[config.mk]
export PLATFORM = sky130hd
export DESIGN_NAME = mc_control_unit
export DESIGN_NICKNAME = d
export VERILOG_FILES = /design/src/rtl/mc_ctrl_pkg.sv /design/src/rtl/mc_cond_logic.sv /design/src/rtl/mc_control_unit.sv
export SDC_FILE = /design/constraint.sdc
export NUM_CORES = 1
export LEC_CHECK = 0
export BUFFER_PORTS_ARGS = -buffer_cell sky130_fd_sc_hd__buf_2
export CAP_MARGIN = 25
export CORE_MARGIN = 5
export CORE_UTILIZATION = 43
export CTS_BUF_LIST = sky130_fd_sc_hd__clkbuf_2
export CTS_CLUSTER_SIZE = 20
export DETAILED_ROUTE_END_ITERATION = 8
export PLACE_DENSITY = 0.86
export SLEW_MARGIN = 20
export SYNTH_ARGS = -nofsm -noshare
export SYNTH_HDL_FRONTEND = slang
export SYNTH_SLANG_ARGS = --single-unit
[constraint.sdc]
create_clock -name clk -period 1.4 [get_ports clk]
set_input_delay 0.07 -clock clk [delete_from_list [all_inputs] [get_ports clk]]
set_output_delay 0.07 -clock clk [all_outputs]
set_load 0.01 [all_outputs]
[src/rtl/mc_ctrl_pkg.sv]
`default_nettype none
// ============================================================================
// Module      : mc_ctrl_pkg
// Description : Shared types and codes for the multicycle ARM control unit:
//               FSM state enum, Op / cmd / ALUControl / Cond codes and the
//               ARM condition-code evaluation helper.
// Revision    : 1.0  initial release
// ============================================================================
package mc_ctrl_pkg;

  typedef enum logic [3:0] {
    S_FETCH  = 4'd0,
    S_DECODE = 4'd1,
    S_MEMADR = 4'd2,
    S_MEMRD  = 4'd3,
    S_MEMWB  = 4'd4,
    S_MEMWR  = 4'd5,
    S_EXECR  = 4'd6,
    S_EXECI  = 4'd7,
    S_ALUWB  = 4'd8,
    S_BRANCH = 4'd9
  } state_t;

  localparam logic [1:0] OP_DP  = 2'b00;
  localparam logic [1:0] OP_MEM = 2'b01;
  localparam logic [1:0] OP_BR  = 2'b10;

  localparam logic [3:0] CMD_AND = 4'b0000;
  localparam logic [3:0] CMD_EOR = 4'b0001;
  localparam logic [3:0] CMD_SUB = 4'b0010;
  localparam logic [3:0] CMD_ADD = 4'b0100;
  localparam logic [3:0] CMD_CMP = 4'b1010;
  localparam logic [3:0] CMD_ORR = 4'b1100;
  localparam logic [3:0] CMD_MOV = 4'b1101;

  localparam logic [2:0] ALU_ADD = 3'd0;
  localparam logic [2:0] ALU_SUB = 3'd1;
  localparam logic [2:0] ALU_AND = 3'd2;
  localparam logic [2:0] ALU_ORR = 3'd3;
  localparam logic [2:0] ALU_EOR = 3'd4;
  localparam logic [2:0] ALU_MOV = 3'd5;

  localparam logic [3:0] COND_EQ = 4'b0000;
  localparam logic [3:0] COND_NE = 4'b0001;
  localparam logic [3:0] COND_CS = 4'b0010;
  localparam logic [3:0] COND_CC = 4'b0011;
  localparam logic [3:0] COND_MI = 4'b0100;
  localparam logic [3:0] COND_PL = 4'b0101;
  localparam logic [3:0] COND_VS = 4'b0110;
  localparam logic [3:0] COND_VC = 4'b0111;
  localparam logic [3:0] COND_HI = 4'b1000;
  localparam logic [3:0] COND_LS = 4'b1001;
  localparam logic [3:0] COND_GE = 4'b1010;
  localparam logic [3:0] COND_LT = 4'b1011;
  localparam logic [3:0] COND_GT = 4'b1100;
  localparam logic [3:0] COND_LE = 4'b1101;
  localparam logic [3:0] COND_AL = 4'b1110;

  // nzcv = {N,Z,C,V}; code 1111 evaluates false.
  function automatic logic cond_holds(input logic [3:0] cond, input logic [3:0] nzcv);
    logic n, z, c, v, r;
    {n, z, c, v} = nzcv;
    case (cond)
      COND_EQ: r = z;
      COND_NE: r = ~z;
      COND_CS: r = c;
      COND_CC: r = ~c;
      COND_MI: r = n;
      COND_PL: r = ~n;
      COND_VS: r = v;
      COND_VC: r = ~v;
      COND_HI: r = c & ~z;
      COND_LS: r = ~c | z;
      COND_GE: r = (n == v);
      COND_LT: r = (n != v);
      COND_GT: r = ~z & (n == v);
      COND_LE: r = z | (n != v);
      COND_AL: r = 1'b1;
      default: r = 1'b0;
    endcase
    return r;
  endfunction

endpackage
`default_nettype wire

[src/rtl/mc_cond_logic.sv]
`default_nettype none
// ============================================================================
// Module      : mc_cond_logic
// Description : NZCV flag register, flag-write masking and the registered
//               condition-execute bit for the multicycle control unit.
// Ports       : clk, reset      clock, async active-high reset
//               cond            instruction condition field
//               alu_flags       {N,Z,C,V} from the ALU
//               flag_w          {write NZ, write CV} requests (unmasked)
//               latch_cond      capture cond_ex_q at the end of this cycle
//               cond_ex_q       condition result for the current instruction
// Revision    : 1.0  initial release
// ============================================================================
module mc_cond_logic
  import mc_ctrl_pkg::*;
(
  input  logic       clk,
  input  logic       reset,
  input  logic [3:0] cond,
  input  logic [3:0] alu_flags,
  input  logic [1:0] flag_w,
  input  logic       latch_cond,
  output logic       cond_ex_q
);

  logic [3:0] flags;

  always_ff @(posedge clk or posedge reset) begin
    if (reset) begin
      flags     <= 4'b0000;
      cond_ex_q <= 1'b0;
    end else begin
      if (latch_cond)
        cond_ex_q <= cond_holds(cond, flags);
      // A failed condition suppresses the flag update as well as the writes.
      if (flag_w[1] && cond_ex_q)
        flags[3:2] <= alu_flags[3:2];
      if (flag_w[0] && cond_ex_q)
        flags[1:0] <= alu_flags[1:0];
    end
  end

endmodule
`default_nettype wire

[src/rtl/mc_control_unit.sv]
`default_nettype none
// ============================================================================
// Module      : mc_control_unit
// Description : Moore-style multicycle controller for the ARM core. Steps each
//               instruction through FETCH/DECODE/... and drives the datapath
//               enables and mux selects; holds NZCV via mc_cond_logic.
// Ports       : clk, reset                  clock, async active-high reset
//               Op, Funct, Rd, Cond         instruction fields
//               ALUFlags                    {N,Z,C,V} from the ALU
//               PCWrite/MemWrite/RegWrite/IRWrite  write enables
//               AdrSrc, ALUSrcA, ALUSrcB, ResultSrc, ImmSrc, RegSrc  selects
//               ALUControl                  ALU command (ALUC_W bits)
// Revision    : 1.0  initial release
// ============================================================================
module mc_control_unit
  import mc_ctrl_pkg::*;
#(
  parameter int ALUC_W = 2
) (
  input  logic              clk,
  input  logic              reset,
  input  logic [1:0]        Op,
  input  logic [5:0]        Funct,
  input  logic [3:0]        Rd,
  input  logic [3:0]        Cond,
  input  logic [3:0]        ALUFlags,
  output logic              PCWrite,
  output logic              MemWrite,
  output logic              RegWrite,
  output logic              IRWrite,
  output logic              AdrSrc,
  output logic              ALUSrcA,
  output logic [1:0]        ALUSrcB,
  output logic [1:0]        ResultSrc,
  output logic [1:0]        ImmSrc,
  output logic [1:0]        RegSrc,
  output logic [ALUC_W-1:0] ALUControl
);

  localparam bit EXT_ALU = (ALUC_W >= 3);

  state_t     state;
  logic [3:0] cmd;
  logic [2:0] dp_alu;
  logic [2:0] alu_sel;
  logic       no_write;
  logic       reg_w, branch, ir_w, mem_w;
  logic       is_exec, arith_op, rd_pc;
  logic [1:0] flag_w;
  logic       cond_ex_q;

  assign cmd   = Funct[4:1];
  assign rd_pc = (Rd == 4'd15);

  // Data-processing command decode; unsupported commands become a harmless
  // ADD that never writes back.
  always_comb begin
    dp_alu   = ALU_ADD;
    no_write = 1'b0;
    case (cmd)
      CMD_ADD: dp_alu = ALU_ADD;
      CMD_SUB: dp_alu = ALU_SUB;
      CMD_AND: dp_alu = ALU_AND;
      CMD_ORR: dp_alu = ALU_ORR;
      CMD_CMP: begin dp_alu = ALU_SUB; no_write = 1'b1; end
      CMD_EOR: if (EXT_ALU) dp_alu = ALU_EOR; else no_write = 1'b1;
      CMD_MOV: if (EXT_ALU) dp_alu = ALU_MOV; else no_write = 1'b1;
      default: no_write = 1'b1;
    endcase
  end

  always_ff @(posedge clk or posedge reset) begin
    if (reset) begin
      state <= S_FETCH;
    end else begin
      case (state)
        S_FETCH:  state <= S_DECODE;
        S_DECODE: begin
          case (Op)
            OP_MEM:  state <= S_MEMADR;
            OP_DP:   state <= Funct[5] ? S_EXECI : S_EXECR;
            OP_BR:   state <= S_BRANCH;
            default: state <= S_FETCH;
          endcase
        end
        S_MEMADR: state <= Funct[0] ? S_MEMRD : S_MEMWR;
        S_MEMRD:  state <= S_MEMWB;
        S_EXECR,
        S_EXECI:  state <= S_ALUWB;
        default:  state <= S_FETCH;
      endcase
    end
  end

  always_comb begin
    AdrSrc    = 1'b0;
    ALUSrcA   = 1'b0;
    ALUSrcB   = 2'b00;
    ResultSrc = 2'b00;
    alu_sel   = ALU_ADD;
    reg_w     = 1'b0;
    branch    = 1'b0;
    ir_w      = 1'b0;
    mem_w     = 1'b0;
    case (state)
      S_FETCH:  begin ir_w = 1'b1; ALUSrcA = 1'b1; ALUSrcB = 2'b10; ResultSrc = 2'b10; end
      S_DECODE: begin ALUSrcA = 1'b1; ALUSrcB = 2'b10; ResultSrc = 2'b10; end
      S_MEMADR: ALUSrcB = 2'b01;
      S_MEMRD:  AdrSrc = 1'b1;
      S_MEMWR:  begin AdrSrc = 1'b1; mem_w = 1'b1; end
      S_MEMWB:  begin ResultSrc = 2'b01; reg_w = 1'b1; end
      S_EXECR:  alu_sel = dp_alu;
      S_EXECI:  begin ALUSrcB = 2'b01; alu_sel = dp_alu; end
      S_ALUWB:  reg_w = ~no_write;
      S_BRANCH: begin ALUSrcB = 2'b01; ResultSrc = 2'b10; branch = 1'b1; end
      default:  ;
    endcase
  end

  assign ALUControl = alu_sel[ALUC_W-1:0];

  // Reset forces the state to FETCH, whose selects are shown, but every write
  // enable is held off until reset is released.
  assign IRWrite  = ~reset & ir_w;
  assign MemWrite = ~reset & mem_w & cond_ex_q;
  assign RegWrite = ~reset & reg_w & cond_ex_q & ~rd_pc;
  assign PCWrite  = ~reset & ((state == S_FETCH) |
                              ((branch | (reg_w & rd_pc)) & cond_ex_q));

  assign ImmSrc = (Op == 2'b11) ? 2'b00 : Op;
  assign RegSrc = {(Op == OP_MEM) & ~Funct[0], (Op == OP_BR)};

  // Arithmetic ops update all of NZCV; logical ops leave C and V alone.
  assign is_exec  = (state == S_EXECR) || (state == S_EXECI);
  assign arith_op = (dp_alu == ALU_ADD) || (dp_alu == ALU_SUB);
  assign flag_w   = {is_exec & Funct[0], is_exec & Funct[0] & arith_op};

  mc_cond_logic u_cond (
    .clk        (clk),
    .reset      (reset),
    .cond       (Cond),
    .alu_flags  (ALUFlags),
    .flag_w     (flag_w),
    .latch_cond (state == S_DECODE),
    .cond_ex_q  (cond_ex_q)
  );

endmodule
`default_nettype wire

Yosys cells after proc, flatten, opt, wreduce, memory -nomap -nowiden:

Cells that the tools add are included.

* add/subtract/negate cells: 0
* mux-type cells: 16
* eq/ne operators: 34
* multiply operators: 0
* order comparisons: 0
* bitwise operators: 25
* shift-type cells: 0
* div/mod/pow operators: 0
* reductions and logical operators: 16

Operators with widths (number)
* $eq 4x4->1 const B: 12
* $eq 4x3->1 const B: 9
* $eq 4x2->1 const B: 5
* $pmux 4 s5: 1
* $pmux 1 s15: 1
* $and 1x1->1: 14
* $logic_not 4->1: 3
* $pmux 4 s3: 1
* $eq 4x1->1 const B: 2
* $pmux 2 s2: 2
* $reduce_or 2->1: 4
* $not 1->1: 7
* $mux 1: 6
* $pmux 2 s3: 1
* $reduce_or 3->1: 2
* $eq 2x2->1 const B: 2
* $mux 2: 2
* $or 1x1->1: 4
* $reduce_or 4->1: 1
* $eq 3x1->1 const B: 1
* $logic_not 3->1: 1
* $mux 3: 1
* $eq 2x1->1 const B: 1
* $logic_and 1x1->1: 2
* 5 further kinds: 6

* bits in latches: 0
* bits in writable memories: 0
* word-level logic and storage cells: 95
* ROM bits: 0
* output and inout port bits: 16
* input bits: 22
* memories: 0
* register bits after elaboration: 9

Longest topological paths before layout:

Gate-level depths: netlist of the first run.

* depth in word-level cells: 8
* depth in mapped cells: 7
* gate-level depth less buffers: 5

Modules after synthesis:

A second synthesis of the first run with hierarchy kept.

* cells, all modules: 111
* area total of the unflattened synthesis: 885.8 um^2

Modules (own cells, without submodules)
* mc_control_unit: instances 1, area an instance 483.0 um^2, cells each 68, seq. area each 100.1 um^2
* mc_cond_logic: instances 1, area an instance 402.9 um^2, cells each 43, seq. area each 125.1 um^2

Least setup slack after synthesis of the first run:

No wires, ideal clock.

* path type: register to register
* start point: register u_cond.flags[0]
* end point: register u_cond.cond_ex_q
* cell stages (with the launch flop): 5
* setup slack: -0.039 ns
* library setup time: 0.120 ns
* data required time: 1.280 ns
* arrival: 1.320 ns
* cell sequence: dfrtp_1 o211a_1 a311o_1 a221o_1 a31o_1

* cells in the longest elaborated chain, start to end: 3
* elaborated cells between the ends (all ways): 6
* classes of those cells: eq/ne: 2; mux: 1; bitwise: 3

RTL lines
* start: declaration: RTL line mc_cond_logic.sv:26 `logic [3:0] flags;`
* start signal: assignment: RTL line mc_cond_logic.sv:39 `flags[1:0] <= alu_flags[1:0];`
* $ne 1x1->1 / $eq 1x1->1 (equally long branches)
* $or 1x1->1 / $and 1x1->1 (equally long branches): RTL line mc_ctrl_pkg.sv:77, mc_ctrl_pkg.sv:76
* $pmux 1 s15 (*): RTL line mc_ctrl_pkg.sv:63 `case (cond)`
* end signal: assignment: RTL line mc_cond_logic.sv:34 `cond_ex_q <= cond_holds(cond, flags);`
* end: declaration: RTL line mc_cond_logic.sv:23 `output logic cond_ex_q`

Every way passes the cells marked *; elsewhere a longest branch is shown, timed or not.
A chain may end at the register's enable or synchronous reset.

Final worst setup path of the first run:

* start point: register state[2]
* end point: output PCWrite

* cells in the longest elaborated chain, start to end: 7
* elaborated cells between the ends (all ways): 11
* classes of those cells: eq/ne: 3; mux: 2; bitwise: 5; reduce/logical: 1

RTL lines
* start: declaration: RTL line mc_control_unit.sv:42 `state_t state;`
* start signal: assignment: RTL line mc_control_unit.sv:81 `OP_DP: state <= Funct[5] ? S_EXECI : S_EXECR;`
* start signal: assignment: RTL line mc_control_unit.sv:86 `S_MEMADR: state <= Funct[0] ? S_MEMRD : S_MEMWR;`
* $eq 4x4->1 / $eq 4x3->1 (equally long branches): RTL line mc_control_unit.sv:105 `case (state)`
* $pmux 1 s2: RTL line mc_control_unit.sv:105
* $and 1x1->1: RTL line mc_control_unit.sv:128 `((branch | (reg_w & rd_pc)) & cond_ex_q));`
* $or 1x1->1: RTL line mc_control_unit.sv:128
* $and 1x1->1: RTL line mc_control_unit.sv:128
* $or 1x1->1 (*): RTL line mc_control_unit.sv:127 `assign PCWrite = ~reset & ((state == S_FETCH) |`
* $and 1x1->1 (*): RTL line mc_control_unit.sv:127
* end: declaration: RTL line mc_control_unit.sv:27 `output logic PCWrite,`

Marked as above.

==> results of run 1 <==
[per-layer routing]
metal / GRT usage [%] / vias up / wire [µm]
met4: 4.98 / 0 / 49
met5: 0 / - / 0
met3: 3.60 / 10 / 213
met2: 31.5 / 52 / 1270
li1: - / 481 / -
met1: 19.1 / 472 / 953
[cell families (layout without fill, tap and decap cells)]
logic type,Yosys count,in the layout,synth area share (%)
muxes,7,7,9.12
buffers and inverters,13,65,8.82
DFF,9,9,26.9
xor gates and xnor gates,4,4,4.19
and+or+nand+nor,47,47,30.9
AOI/OAI and AO/OA,23,23,20.0
[placed cells by master (no fill, tap or decap), types with 2 or more instances in the layout]
cell,synthesis,final
buf_2,2,37
buf_4,2,14
nor2_1,11,8
nand2_1,6,6
dfrtp_1,9,5
nand3b_1,4,4
mux2_4,0,4
inv_1,4,4
a21oi_1,4,4
clkbuf_2,0,4
buf_6,2,4
dfrtp_2,0,4
nor2_2,0,3
o21ai_0,3,3
nand2b_1,5,3
nor2b_1,4,3
nand2b_4,1,3
nor3_1,6,3
nor3_2,0,3
xnor2_1,3,2
mux2i_1,2,2
nand3_1,2,2
[stage by stage]
step	hold slack, ns	TNS [ns]	util, %	worst slack [ns]
3_5_place_dp	0.0953	-0.0814	57.9	-0.0727
6_report	0.0494	-0.969	67.7	-0.271
3_3_place_gp	0.0940	-0.0326	57.9	-0.0326
2_1_floorplan	-0.0941	-0.0395	-	-0.0395
5_1_grt	0.0451	-1.94	67.7	-0.404
4_1_cts	0.0444	-0.779	63.7	-0.196
[sequential cells by signal, summed over array words and instances, names as in the netlist]
signal and flops:
state 4, u_cond.cond_ex_q 1, u_cond.flags 4
[what timing repair did]
action | in CTS | in global routing
buffers inserted | 3 | 3
endpoints found under the setup margin | 11 | 15
hold buffers | 1 | 0
resized for setup | 14 | 14
pin swaps | 8 | 3
cloned | 0 | 0
endpoints found under the hold margin | 9 | 0
[final timing paths]
| path | from | endpoint | slack, ns |
|---|---|---|---|
| max | state[2]$_DFF_PP0_ | PCWrite | -0.27 |
| min | ALUFlags[3] | u_cond.flags[3]$_DFFE_PP0P_ | 0.05 |
| max reg2reg | state[2]$_DFF_PP0_ | u_cond.cond_ex_q$_DFFE_PP0P_ | -0.09 |
| min reg2reg | u_cond.flags[1]$_DFFE_PP0P_ | u_cond.flags[1]$_DFFE_PP0P_ | 0.59 |
| max in group asynchronous | reset | state[1]$_DFF_PP0_ | 0.85 |
| min in group asynchronous | reset | state[3]$_DFF_PP0_ | 0.39 |
[final cells by class]
cell class,instances,area share [%]
Tap cell,27,2.62
Clock buffer,4,1.55
Sequential cell,9,17.9
Timing Repair Buffer,56,26.8
Inverter,5,1.46
Multi-Input combinational cell,81,49.7
[critical path, cell delays in order, from the launching register on]
cell and delay, ns:
dfrtp_2 0.46, nor3b_2 0.20, a21boi_2 0.09, o41ai_2 0.29, a21oi_1 0.11, nor2_1 0.08, buf_2 0.13
[power by group]
group,total (W),switching [W],internal [W]
clock,0.000166,0.0000898,0.0000759
combinational,0.00162,0.000743,0.000875
sequential,0.000545,0.000170,0.000375
total,0.00233,0.00100,0.00133
[synthesized netlist by cell type (all sizes together), types with 3 or more instances]
cell    count
xnor2       3
nor4        3
buf         6
nor3        6
nor2       11
a21oi       4
nand2       6
inv         5
nand2b      6
mux2        5
nand3b      4
nor2b       4
dfrtp       9
o21ai       3
==> flow_summary.json, run 1 <==
{
  "grt_use_total_pct": 17.0,
  "number_of_max_slew_violations_in_the_final_report": 0,
  "placed_area_mm2": 0.00110,
  "synthArstFlopShare_pct": 100,
  "worst-endpoint-arrival_ns": 1.60,
  "yosys.cell_types.count": 44,
  "clkLatencyLatePin_ns": 0.25,
  "clk_pin_slew_worst_paths_ns": 0.09,
  "ys_seq_elements": 9,
  "postLayoutCellArea_mm2": 0.00129,
  "max_cap_viol_count": 0,
  "finalCritPeriodShare_pct": 119,
  "viasPerCell": 5.58,
  "first_global_vias": 875,
  "place_congestion": 0.912,
  "die-area_mm2": 0.00293,
  "post-route-drc-count": 0,
  "rsz0062_at_grt": "true",
  "wire_length_of_the_first_global_routing_pass_um": 3640,
  "yosysTopAreaCellShare_pct": 26.9,
  "syn_to_final_growth_pct": 53.8,
  "ir_drop_mv": 1.47,
  "timing.final.ws_setup_ns": -0.271,
  "antenna_cells_inserted": 0,
  "placed_cells_incl_taps": 172,
  "post-dp-hpwl_um": 1750,
  "clockBufferDepth": 2,
  "clock_sink_count": 9,
  "crit_required_ns": 1.33,
  "synthesis.yosys.warnings": 0,
  "synth.largest_area_cell": "dfrtp_1",
  "synth.top_cells.by_area": "dfrtp_1 (27%), mux2_2 (5.4%), nor2_1 (4.9%)",
  "min-delay-path-class": "input port to register",
  "floorplan.core_area_mm2": 0.00190,
  "report.final.hold_viol_count": 0,
  "layoutNonFillerInstCount": 182,
  "worstMarginPinSlew_ns": 0.314,
  "timing.reg2reg.worst_path_depth": 6,
  "fin_nets": 178,
  "initial_core_util_pct": 44.0,
  "synth_area_um2": 837,
  "criticalPathCategory": "register to output pin",
  "number_of_antenna_violations_at_the_first_check_in_global_routing": 0,
  "drt_iter0_markers": 17,
  "htree_num_levels": 1,
  "min_path_cells": 2,
  "yosys_most_used_dff": "dfrtp_1",
  "final_critical_delay_including_setup_and_external_delays_ns": 1.67,
  "cp_launch_type": "register",
  "netlist_instances": 103,
  "violations": "setup timing",
  "portBuffers": 37,
  "post_synth.cell_area_avg_um2": 8.13,
  "num_io_pins": 38,
  "row_count": 16,
  "cts_tree": "built",
  "detail-route-antenna-nets": 0,
  "numCtsBuffers": 3,
  "sum_of_routed_wire_length_over_all_layers_um": 2490,
  "globalRouteOverflowTotal": 0,
  "report.final.setup_viol": 10,
  "slew_headroom_pct": 79.0,
  "route.vias.total": 1015,
  "synth.net_count": 125,
  "regArea_um2": 230,
  "nFillCells": 161,
  "end_kind": "output pin",
  "multi_input_area_um2": 639,
  "static-leakage-power_nw": 0.633,
  "power.total_w": 0.00233,
  "fraction_of_layout_cells_with_a_size_suffix_above_1_pct": 54.8,
  "seq_area_frac_synth_pct": 26.9,
  "die_h_um": 54.1,
  "clock_tree.root_cell": "clkbuf_2",
  "worst_clock_skew_ns": 0.00266,
  "chipWidth_um": 54.1,
  "critical_path.max_fanout": 5,
  "run_status": "complete, but fails checks",
  "fmax_mhz": 598,
  "wl_per_cell_um": 13.7,
  "grt_start_max_net_pins": 12,
  "drt_pass1_iterations": 4,
  "pwr_density_cell_mw_per_mm2": 1810,
  "number_of_synthesized_flops_with_an_enable_pin": 0
}
Note: power is estimated with default switching activity, not from simulation.
==> inputs of run 2 (changes only) <==
BUFFER_PORTS_ARGS = default   (was -buffer_cell sky130_fd_sc_hd__buf_2)
CORE_UTILIZATION = 55   (was 43)
DONT_BUFFER_PORTS = 1   (was default)
PLACE_DENSITY = 0.82   (was 0.86)
==> flow_summary.json, run 2 (synthesized netlist as in run 1, its figures left out) <==
{
  "run_status": "complete, but fails checks",
  "violations": "setup timing",
  "critical_path.slowest_cell": "dfrtp_2",
  "report.final.setup_viol": 16,
  "numCtsBuffers": 3,
  "hold_ws_ns": 0.0198,
  "portBuffers": 0,
  "clkLatencyLatePin_ns": 0.29,
  "clock_sink_count": 9,
  "detail-route-antenna-nets": 0,
  "sum_of_routed_wire_length_over_all_layers_um": 3710,
  "initial_core_util_pct": 56.9,
  "first_global_vias": 936,
  "fraction_of_layout_cells_with_a_size_suffix_above_1_pct": 52.3,
  "grt_start_max_net_pins": 12,
  "post-dp-hpwl_um": 1720,
  "cts_tree": "built",
  "num_io_pins": 38,
  "floorplan.core_area_mm2": 0.00147,
  "static-leakage-power_nw": 0.572,
  "ir_drop_mv": 1.38,
  "worst_clock_skew_ns": 0.0168,
  "chipWidth_um": 49.0,
  "drt_pass1_iterations": 4,
  "timing.final.ws_setup_ns": -0.298,
  "antenna_cells_inserted": 0,
  "criticalPathCategory": "register to output pin",
  "crit_required_ns": 1.33,
  "syn_to_final_growth_pct": 59.9,
  "final_critical_delay_including_setup_and_external_delays_ns": 1.70,
  "worst_r2r_startpoint": "state[2]$_DFF_PP0_",
  "min-delay-path-class": "input port to register",
  "post-route-drc-count": 0,
  "number_of_antenna_violations_at_the_first_check_in_global_routing": 0,
  "row_count": 14,
  "fmax_mhz": 589,
  "report.final.hold_viol_count": 0,
  "r2r-end": "u_cond.flags[0]$_DFFE_PP0P_",
  "crit_path_max_incr_delay_ns": 0.49,
  "slew_headroom_pct": 74.0,
  "hold_path_startpoint": "Op[0]",
  "nFillCells": 57,
  "die-area_mm2": 0.00240,
  "placed_cells_incl_taps": 128,
  "worst-endpoint-arrival_ns": 1.63,
  "route.vias.total": 1059,
  "clk_pin_slew_worst_paths_ns": 0.11,
  "most_common_library_cell_in_the_layout_ignoring_fill_and_taps": "buf_4",
  "viasPerCell": 7.25,
  "end_kind": "output pin",
  "layout_top_registers": "state (4), u_cond.flags (4), u_cond.cond_ex_q (1)",
  "wl_per_cell_um": 25.4,
  "place_worst_setup_slack_ns": -0.130,
  "rsz0062_at_grt": "true",
  "final_cell_mix": "buf_4 (17), buf_6 (7), nor2_1 (6), dlygate4sd3_1 (6)",
  "drt_iter0_markers": 60,
  "clock_tree.root_cell": "clkbuf_2",
  "cp_launch_type": "register",
  "finalCritPeriodShare_pct": 121,
  "clockBufferDepth": 2,
  "critical_path.max_fanout": 6,
  "r2r_slack_ns": -0.18,
  "htree_num_levels": 1,
  "layoutNonFillerInstCount": 146,
  "wire_length_of_the_first_global_routing_pass_um": 4330,
  "worstMarginPinSlew_ns": 0.389,
  "die_h_um": 49.0,
  "worstPathCellList": "nor3b_2, a21boi_1, o41ai_2, a21oi_1, nor2_2",
  "globalRouteOverflowTotal": 0,
  "grt_use_total_pct": 23.2,
  "max_cap_viol_count": 0,
  "min_path_cells": 3,
  "pwr_density_cell_mw_per_mm2": 2140,
  "final_util_pct": 91.0,
  "fin_nets": 153,
  "place_congestion": 0.880,
  "timing.reg2reg.worst_path_depth": 5,
  "worstHoldEndpoint": "state[0]$_DFF_PP0_",
  "number_of_max_slew_violations_in_the_final_report": 0
}
[run 2: worst max-delay path by stage]
stage / start / cells past startpoint / end
2_1_floorplan: u_cond.flags[0]$_DFFE_PP0P_ / 4 / u_cond.cond_ex_q$_DFFE_PP0P_
3_3_place_gp: state[2]$_DFF_PP0_ / 5 / PCWrite
3_5_place_dp: u_cond.flags[0]$_DFFE_PP0P_ / 6 / u_cond.cond_ex_q$_DFFE_PP0P_
4_1_cts: state[3]$_DFF_PP0_ / 5 / PCWrite
5_1_grt: state[2]$_DFF_PP0_ / 5 / PCWrite
6_report: state[2]$_DFF_PP0_ / 5 / PCWrite
[run 2: cell type report]
| cell class | count | area, µm² | share of cell area (%) |
|---|---|---|---|
| inverter | 5 | 18.8 | 1.40 |
| tap | 16 | 20.0 | 1.50 |
| sequential | 9 | 231 | 17.3 |
| timing repair buffer | 31 | 282 | 21.0 |
| clock buffer | 4 | 20.0 | 1.50 |
| multi-input combinational | 81 | 767 | 57.3 |
[run 2: per-layer routing]
metal	up-vias	part of all wire (%)	GRT usage (%)
met5	-	0	0
met4	0	7.4	10.3
met3	33	8.8	9.17
met2	92	50	42.4
met1	509	34	22.5
li1	425	-	-
[run 2: repair_timing]
item,in CTS,in global routing
hold endpoints to repair,14,0
hold buffers,6,0
setup endpoints to repair,13,17
resized for setup,19,37
pin swaps,10,10
setup buffers,7,2
[run 2: stage by stage]
step                      area (µm²)  setup TNS (ns)  total power [W]
after global routing            1340           -2.62          0.00298
final                           1340           -2.17          0.00287
after detailed placement         932          -0.258          0.00165
after global placement           932          -0.103          0.00161
after floorplan                  840         -0.0395          0.00131
after CTS                       1140          -0.776          0.00217
[run 2: power breakdown]
group	total [W]	switching [W]	internal [W]
clock network	0.000188	0.000113	0.0000755
logic	0.00210	0.00106	0.00104
registers	0.000580	0.000203	0.000377
[run 2: worst max-delay path: cells and delay by family (launching register included)]
kind,cells,cell delay (ns)
AO/OA/AOI/OAI,3,0.49
flip-flops,1,0.49
AND/OR/NAND/NOR,2,0.35
